`src/rtl/uart_rx_fifo_if.sv`:
```
// CPU-side register interface of the buffered UART receiver: FIFO read port,
// occupancy and sticky error flags.
interface uart_rx_fifo_if #(
  parameter int DEPTH = 4
);
  localparam int NW = $clog2(DEPTH + 1);

  logic          rd_en;
  logic [7:0]    rd_data;
  logic          rd_valid;
  logic [NW-1:0] count;
  logic          clr_err;
  logic          overrun;
  logic          frame_err;
  logic          parity_err;

  modport master (
    output rd_en, clr_err,
    input  rd_data, rd_valid, count, overrun, frame_err, parity_err
  );

  modport slave (
    input  rd_en, clr_err,
    output rd_data, rd_valid, count, overrun, frame_err, parity_err
  );
endinterface

```
`src/rtl/uart_rx_fifo.sv`:
```
// Buffered UART receiver: 2-flop synchroniser, 8N1 deserialiser and small FWFT FIFO
// with RTS flow control. Define UART_RX_FIFO_PARITY_EN for 8E1 frames with parity check.
module uart_rx_fifo #(
  parameter int CLK_HZ     = 12_000_000,
  parameter int BIT_RATE   = 28_800,
  parameter int DEPTH      = 4,
  parameter int RTS_THRESH = 3
) (
  input  logic           clk,
  input  logic           rst_n,
  input  logic           uart_rxd,
  output logic           uart_rts,
  uart_rx_fifo_if.slave  bus
);
  localparam int CYCLES = CLK_HZ / BIT_RATE;
  localparam int CW     = (CYCLES > 1) ? $clog2(CYCLES) : 1;
  localparam int PW     = $clog2(DEPTH);
  localparam int NW     = $clog2(DEPTH + 1);

`ifdef UART_RX_FIFO_PARITY_EN
  typedef enum logic [2:0] {IDLE, START, DATA, PARITY, STOP} state_t;
`else
  typedef enum logic [2:0] {IDLE, START, DATA, STOP} state_t;
`endif

  // ---------------- receiver ----------------
  logic [1:0]    rxd_sync;
  logic          rxd_s;
  state_t        state, state_n;
  logic [CW-1:0] cyc, cyc_n;
  logic [2:0]    bit_idx, bit_n;
  logic [7:0]    shreg, sh_n;
  logic          push_req, push_n;
  logic [7:0]    push_data, push_dat_n;
  logic          frame_ev, parity_ev, par_ok;

`ifdef UART_RX_FIFO_PARITY_EN
  logic par_bad, par_bad_n;
  assign par_ok = ~par_bad;
`else
  assign par_ok = 1'b1;
`endif

  assign rxd_s = rxd_sync[1];

  always_ff @(posedge clk) begin
    if (!rst_n) begin
      rxd_sync  <= 2'b11;
      state     <= IDLE;
      cyc       <= '0;
      bit_idx   <= '0;
      shreg     <= '0;
      push_req  <= 1'b0;
      push_data <= '0;
`ifdef UART_RX_FIFO_PARITY_EN
      par_bad   <= 1'b0;
`endif
    end else begin
      rxd_sync  <= {rxd_sync[0], uart_rxd};
      state     <= state_n;
      cyc       <= cyc_n;
      bit_idx   <= bit_n;
      shreg     <= sh_n;
      push_req  <= push_n;
      push_data <= push_dat_n;
`ifdef UART_RX_FIFO_PARITY_EN
      par_bad   <= par_bad_n;
`endif
    end
  end

  always_comb begin
    state_n    = state;
    cyc_n      = cyc;
    bit_n      = bit_idx;
    sh_n       = shreg;
    push_n     = 1'b0;
    push_dat_n = push_data;
    frame_ev   = 1'b0;
    parity_ev  = 1'b0;
`ifdef UART_RX_FIFO_PARITY_EN
    par_bad_n  = par_bad;
`endif
    case (state)
      IDLE: begin
        if (!rxd_s) begin
          state_n = START;
          cyc_n   = '0;
          bit_n   = '0;
`ifdef UART_RX_FIFO_PARITY_EN
          par_bad_n = 1'b0;
`endif
        end
      end
      START: begin
        // a start bit that is high again at mid-bit was only a glitch
        if (cyc == CW'(CYCLES / 2)) begin
          cyc_n   = '0;
          state_n = rxd_s ? IDLE : DATA;
        end else begin
          cyc_n = cyc + CW'(1);
        end
      end
      DATA: begin
        if (cyc == CW'(CYCLES - 1)) begin
          cyc_n = '0;
          sh_n  = {rxd_s, shreg[7:1]};
          bit_n = bit_idx + 3'd1;
          if (bit_idx == 3'd7) begin
`ifdef UART_RX_FIFO_PARITY_EN
            state_n = PARITY;
`else
            state_n = STOP;
`endif
          end
        end else begin
          cyc_n = cyc + CW'(1);
        end
      end
`ifdef UART_RX_FIFO_PARITY_EN
      PARITY: begin
        if (cyc == CW'(CYCLES - 1)) begin
          cyc_n   = '0;
          state_n = STOP;
          if (^{shreg, rxd_s}) begin
            par_bad_n = 1'b1;
            parity_ev = 1'b1;
          end
        end else begin
          cyc_n = cyc + CW'(1);
        end
      end
`endif
      STOP: begin
        // leave at mid stop bit so an immediately following start edge is caught
        if (cyc == CW'(CYCLES - 1)) begin
          cyc_n   = '0;
          state_n = IDLE;
          if (!rxd_s) begin
            frame_ev = 1'b1;
          end else if (par_ok) begin
            push_n     = 1'b1;
            push_dat_n = shreg;
          end
        end else begin
          cyc_n = cyc + CW'(1);
        end
      end
      default: state_n = IDLE;
    endcase
  end

  // ---------------- FIFO ----------------
  logic [DEPTH-1:0][7:0] mem;
  logic [PW-1:0]         wptr, rptr;
  logic [NW-1:0]         cnt, cnt_n;
  logic                  full, do_pop, do_push, ovr_ev;
  logic                  ovr_q, fe_q, pe_q;

  assign full    = (cnt == NW'(DEPTH));
  assign do_pop  = bus.rd_en && (cnt != '0);
  assign do_push = push_req && (!full || do_pop);
  assign ovr_ev  = push_req && full && !do_pop;
  assign cnt_n   = cnt + NW'(do_push) - NW'(do_pop);

  always_ff @(posedge clk) begin
    if (!rst_n) begin
      wptr     <= '0;
      rptr     <= '0;
      cnt      <= '0;
      uart_rts <= 1'b0;
      ovr_q    <= 1'b0;
      fe_q     <= 1'b0;
      pe_q     <= 1'b0;
    end else begin
      if (do_push) wptr <= wptr + PW'(1);
      if (do_pop)  rptr <= rptr + PW'(1);
      cnt      <= cnt_n;
      uart_rts <= (cnt_n >= NW'(RTS_THRESH));
      // an error event in the clearing cycle keeps its flag set
      ovr_q    <= (ovr_q & ~bus.clr_err) | ovr_ev;
      fe_q     <= (fe_q  & ~bus.clr_err) | frame_ev;
      pe_q     <= (pe_q  & ~bus.clr_err) | parity_ev;
    end
  end

  always_ff @(posedge clk) begin
    if (do_push) mem[wptr] <= push_data;
  end

  assign bus.rd_valid  = (cnt != '0);
  assign bus.rd_data   = bus.rd_valid ? mem[rptr] : 8'h00;
  assign bus.count     = cnt;
  assign bus.overrun   = ovr_q;
  assign bus.frame_err = fe_q;
`ifdef UART_RX_FIFO_PARITY_EN
  assign bus.parity_err = pe_q;
`else
  assign bus.parity_err = 1'b0;
`endif

endmodule

```
`src/flat_wrapper.sv`:
```
// flat-port wrapper written by rule: the top's interface ports become plain ports
module uart_rx_fifo_flat 
#(
  parameter int CLK_HZ     = 12_000_000,
  parameter int BIT_RATE   = 28_800,
  parameter int DEPTH      = 4,
  parameter int RTS_THRESH = 3
)
  (clk, rst_n, uart_rxd, uart_rts, bus_rd_en, bus_clr_err, bus_rd_data, bus_rd_valid, bus_count, bus_overrun, bus_frame_err, bus_parity_err);
  uart_rx_fifo_if #(.DEPTH(DEPTH)) bus_i ();
  input  logic clk;
  input  logic rst_n;
  input  logic uart_rxd;
  output logic uart_rts;
  input wire logic [$bits(bus_i.rd_en)-1:0] bus_rd_en;
  input wire logic [$bits(bus_i.clr_err)-1:0] bus_clr_err;
  output wire logic [$bits(bus_i.rd_data)-1:0] bus_rd_data;
  output wire logic [$bits(bus_i.rd_valid)-1:0] bus_rd_valid;
  output wire logic [$bits(bus_i.count)-1:0] bus_count;
  output wire logic [$bits(bus_i.overrun)-1:0] bus_overrun;
  output wire logic [$bits(bus_i.frame_err)-1:0] bus_frame_err;
  output wire logic [$bits(bus_i.parity_err)-1:0] bus_parity_err;
  assign bus_i.rd_en = bus_rd_en;
  assign bus_i.clr_err = bus_clr_err;
  assign bus_rd_data = bus_i.rd_data;
  assign bus_rd_valid = bus_i.rd_valid;
  assign bus_count = bus_i.count;
  assign bus_overrun = bus_i.overrun;
  assign bus_frame_err = bus_i.frame_err;
  assign bus_parity_err = bus_i.parity_err;
  uart_rx_fifo #(.CLK_HZ(CLK_HZ), .BIT_RATE(BIT_RATE), .DEPTH(DEPTH), .RTS_THRESH(RTS_THRESH)) u_core (.clk(clk), .rst_n(rst_n), .uart_rxd(uart_rxd), .uart_rts(uart_rts), .bus(bus_i));
endmodule
```
`config.mk`:
```
export PLATFORM = sky130hd
export DESIGN_NAME = uart_rx_fifo_flat
export DESIGN_NICKNAME = d
export VERILOG_FILES = /design/src/rtl/uart_rx_fifo_if.sv /design/src/rtl/uart_rx_fifo.sv /design/src/flat_wrapper.sv
export SDC_FILE = /design/constraint.sdc
export NUM_CORES = 1
export LEC_CHECK = 0
export BUFFER_PORTS_ARGS = -buffer_cell sky130_fd_sc_hd__buf_2
export CELL_PAD_IN_SITES_DETAIL_PLACEMENT = 1
export CELL_PAD_IN_SITES_GLOBAL_PLACEMENT = 2
export CORE_AREA = 2 2 119 121
export CTS_CLUSTER_SIZE = 10
export DETAILED_ROUTE_END_ITERATION = 10
export DIE_AREA = 0 0 121 123
export PLACE_DENSITY_LB_ADDON = 0.1
export REMOVE_ABC_BUFFERS = 1
export SLEW_MARGIN = 0
export SYNTH_ARGS = -nofsm -noshare
export SYNTH_HDL_FRONTEND = slang
export SYNTH_SLANG_ARGS = --single-unit
```
`constraint.sdc`:
```
create_clock -name clk -period 3.3 [get_ports clk]
set_input_delay 0.33 -clock clk [delete_from_list [all_inputs] [get_ports clk]]
set_output_delay 0.33 -clock clk [all_outputs]
set_load 0.01 [all_outputs]
```
==> out/metrics.csv <==
metric;value;unit
cp_cell_sequence;or3_1 > nand3_1 > o21ai_0 > ha_1 > fa_1 > xnor2_1 > xnor2_1 > and2_1 > a21o_1;
synthTopCellsByArea;edfxtp_1 (30%), dfxtp_1 (27%), mux4_2 (5.6%);
cp.arrival;2680;ps
rows;43;
synth_ff_type;dfxtp_1;
highest_layer;met4;
cp-endpoint;u_core.uart_rts$_SDFF_PN0_;
worst_pin_slew;770;ps
criticalPathCategory;flop to flop;
rr_worst_depth;9;
multi_input_area;1280;sq um
drive_gt1_frac;0.175;
io_pins;21;
antenna_found_initial;0;
finalCritPeriodShare;0.742;
clk_pin_slew;60;ps
clock-skew-final;4.72;ps
ys_seq_elements;75;
htreeDepth;3;
seqCellArea;1820;sq um
max_freq;0.408;GHz
hold_class;primary input to flop;
max-slew-margin-rel;0.485;
fp.dieArea;14900;sq um
wirelength;6630;um
wl_per_cell;14.0;um
yosysUniqueCellTypes;46;
hold_violations;0;
vias_per_cell;4.29;
cts_buffer_depth;2;
die_h;123;um
gp_congestion;0.681;
syn_area;3220;sq um
n_fill_cell;1511;
core_area;13600;sq um
drt_iter0_markers;93;
syn_area_per_cell;11.9;sq um
max_cap_violations;0;
cp-end-kind;flop;
synth_edf_count;32;
cts_tree;built;
final_nets;302;
clock-sinks;75;
clock_latency;340;ps
post_cts_buffers;0;
grt_usage;0.103;
grt_overflow;0;
dr_total_vias;2027;
cts-root-buf;clkbuf_16;
cpMostUsedCell;xnor2_1;
whs;176;ps
ant_nets;0;
reg2reg_setup_slack;850;ps
drc_errors;0;
r2r_start;u_core.bus.count[0]$_SDFF_PN0_;
rsz0062_at_grt;false;
min_period;2450;ps
crit_path_start_kind;flop;
synth_top_area_share;0.298;
postCtsHoldBufs;0;
first_global_vias;2226;
hpwl;4520;um
setup_violations;0;
numCtsBuffers;9;
synth_largest_area_cell;edfxtp_1;
setup_tns;0;ps
synth_warnings;0;
synth-async-reset-ratio;0;
leakage;0.00141;uW
synth_most_common_cell;dfxtp_1;
start_util;0.237;
cp_max_fo;12;
drtPass1Iterations;4;
critPathMaxStageDelay;560;ps
port_buffers;19;
fin_ws;852;ps
rr_endpoint;u_core.uart_rts$_SDFF_PN0_;
required;3530;ps
met3_length;197;um
wl_met1;3000;um
status;completed;
cts_resized;0;
utilization;0.276;
report.final.slew_viol_count;0;
netlist_instances;271;
synth_common_cells;dfxtp_1 (43), edfxtp_1 (32), nor2_1 (24), mux2i_1 (17);
grt_pass1_wl;11400;um
pre_cts_slack;820;ps
pwr_density_cell;617;nW/um^2
met2_length;3260;um
grt_start_max_net_pins;30;
p_total;2320;uW
peakVddDrop;0.172;mV
area_delta_synth_final;16.7;%
diodes;0;
seq_area_frac_synth;0.565;
die_x;121;um
cp-startpoint;u_core.bus.count[0]$_SDFF_PN0_;
slowest_stage;or3_1;
[sequential cells by signal, indices dropped and copies added, names as in the netlist, 2 cells and up]
register          flops
u_core.bit_idx        3
u_core.bus.count      3
u_core.shreg          8
u_core.state          2
u_core.mem           32
u_core.push_data      8
u_core.rptr           2
u_core.wptr           2
u_core.cyc            9
u_core.rxd_sync       2
[cell families (layout without fill, tap and decap cells)]
kind of cell / count (synthesis) / after routing / synth area share
xor+xnor: 7 / 7 / 0.0190
other cells: 1 / 1 / 0.00116
compound gates: 37 / 37 / 0.0765
fa+ha+maj: 10 / 10 / 0.0411
simple gates: 90 / 90 / 0.152
flops: 75 / 75 / 0.565
mux: 25 / 25 / 0.109
buf+inv: 26 / 47 / 0.0361
[layer usage]
metal / GRT usage / vias up
met5: 0 / -
met3: 0.0231 / 11
li1: - / 1008
met2: 0.176 / 26
met1: 0.116 / 982
met4: 0.0654 / 0
[power by group]
group	leakage [uW]	switching (uW)	total, uW	internal [uW]
sequential	0.000644	51.7	1040	988
combinational	0.000645	177	358	182
clock	0.000126	405	921	516
[per-stage QoR]
step	std cells	area (sq um)
final	472	3760
after global routing	472	3760
after CTS	472	3760
after detailed placement	456	3480
after global placement	456	3480
after floorplan	254	3140
[critical path, delay by kind of cell, from the launching register on]
family	cells	cell delay [ps]
xor gates and xnor gates	2	280
and+or+nand+nor	3	920
AOI/OAI and AO/OA	2	260
adders and majority gates	2	570
DFF	1	330
[layout by cell type, fill, tap and decap left out, types with 8 or more instances in the layout]
master / n
dfxtp_1: 43
edfxtp_1: 32
nor2_1: 24
buf_2: 19
mux2i_1: 17
and2_1: 16
nand2_1: 16
a21oi_1: 11
ha_1: 9
clkbuf_16: 9
inv_1: 8
mux4_2: 8
[layout make-up]
type                       count  share of cell area
inverter                       9             0.00898
clock buffer                  10              0.0609
sequential                    75               0.484
clock inverter                 6              0.0130
tap                          180              0.0599
multi-input combinational    170               0.342
timing repair buffer          22              0.0313
[worst min path at each step]
stage	from	to	cells after the start
after floorplan	u_core.rxd_sync[0]$_SDFF_PN1_	u_core.rxd_sync[1]$_SDFF_PN1_	1
after global placement	u_core.rxd_sync[0]$_SDFF_PN1_	u_core.rxd_sync[1]$_SDFF_PN1_	1
after detailed placement	u_core.rxd_sync[0]$_SDFF_PN1_	u_core.rxd_sync[1]$_SDFF_PN1_	1
after CTS	uart_rxd	u_core.rxd_sync[0]$_SDFF_PN1_	2
after global routing	uart_rxd	u_core.rxd_sync[0]$_SDFF_PN1_	2
final	uart_rxd	u_core.rxd_sync[0]$_SDFF_PN1_	2
Power figures use the tool's default switching activity.
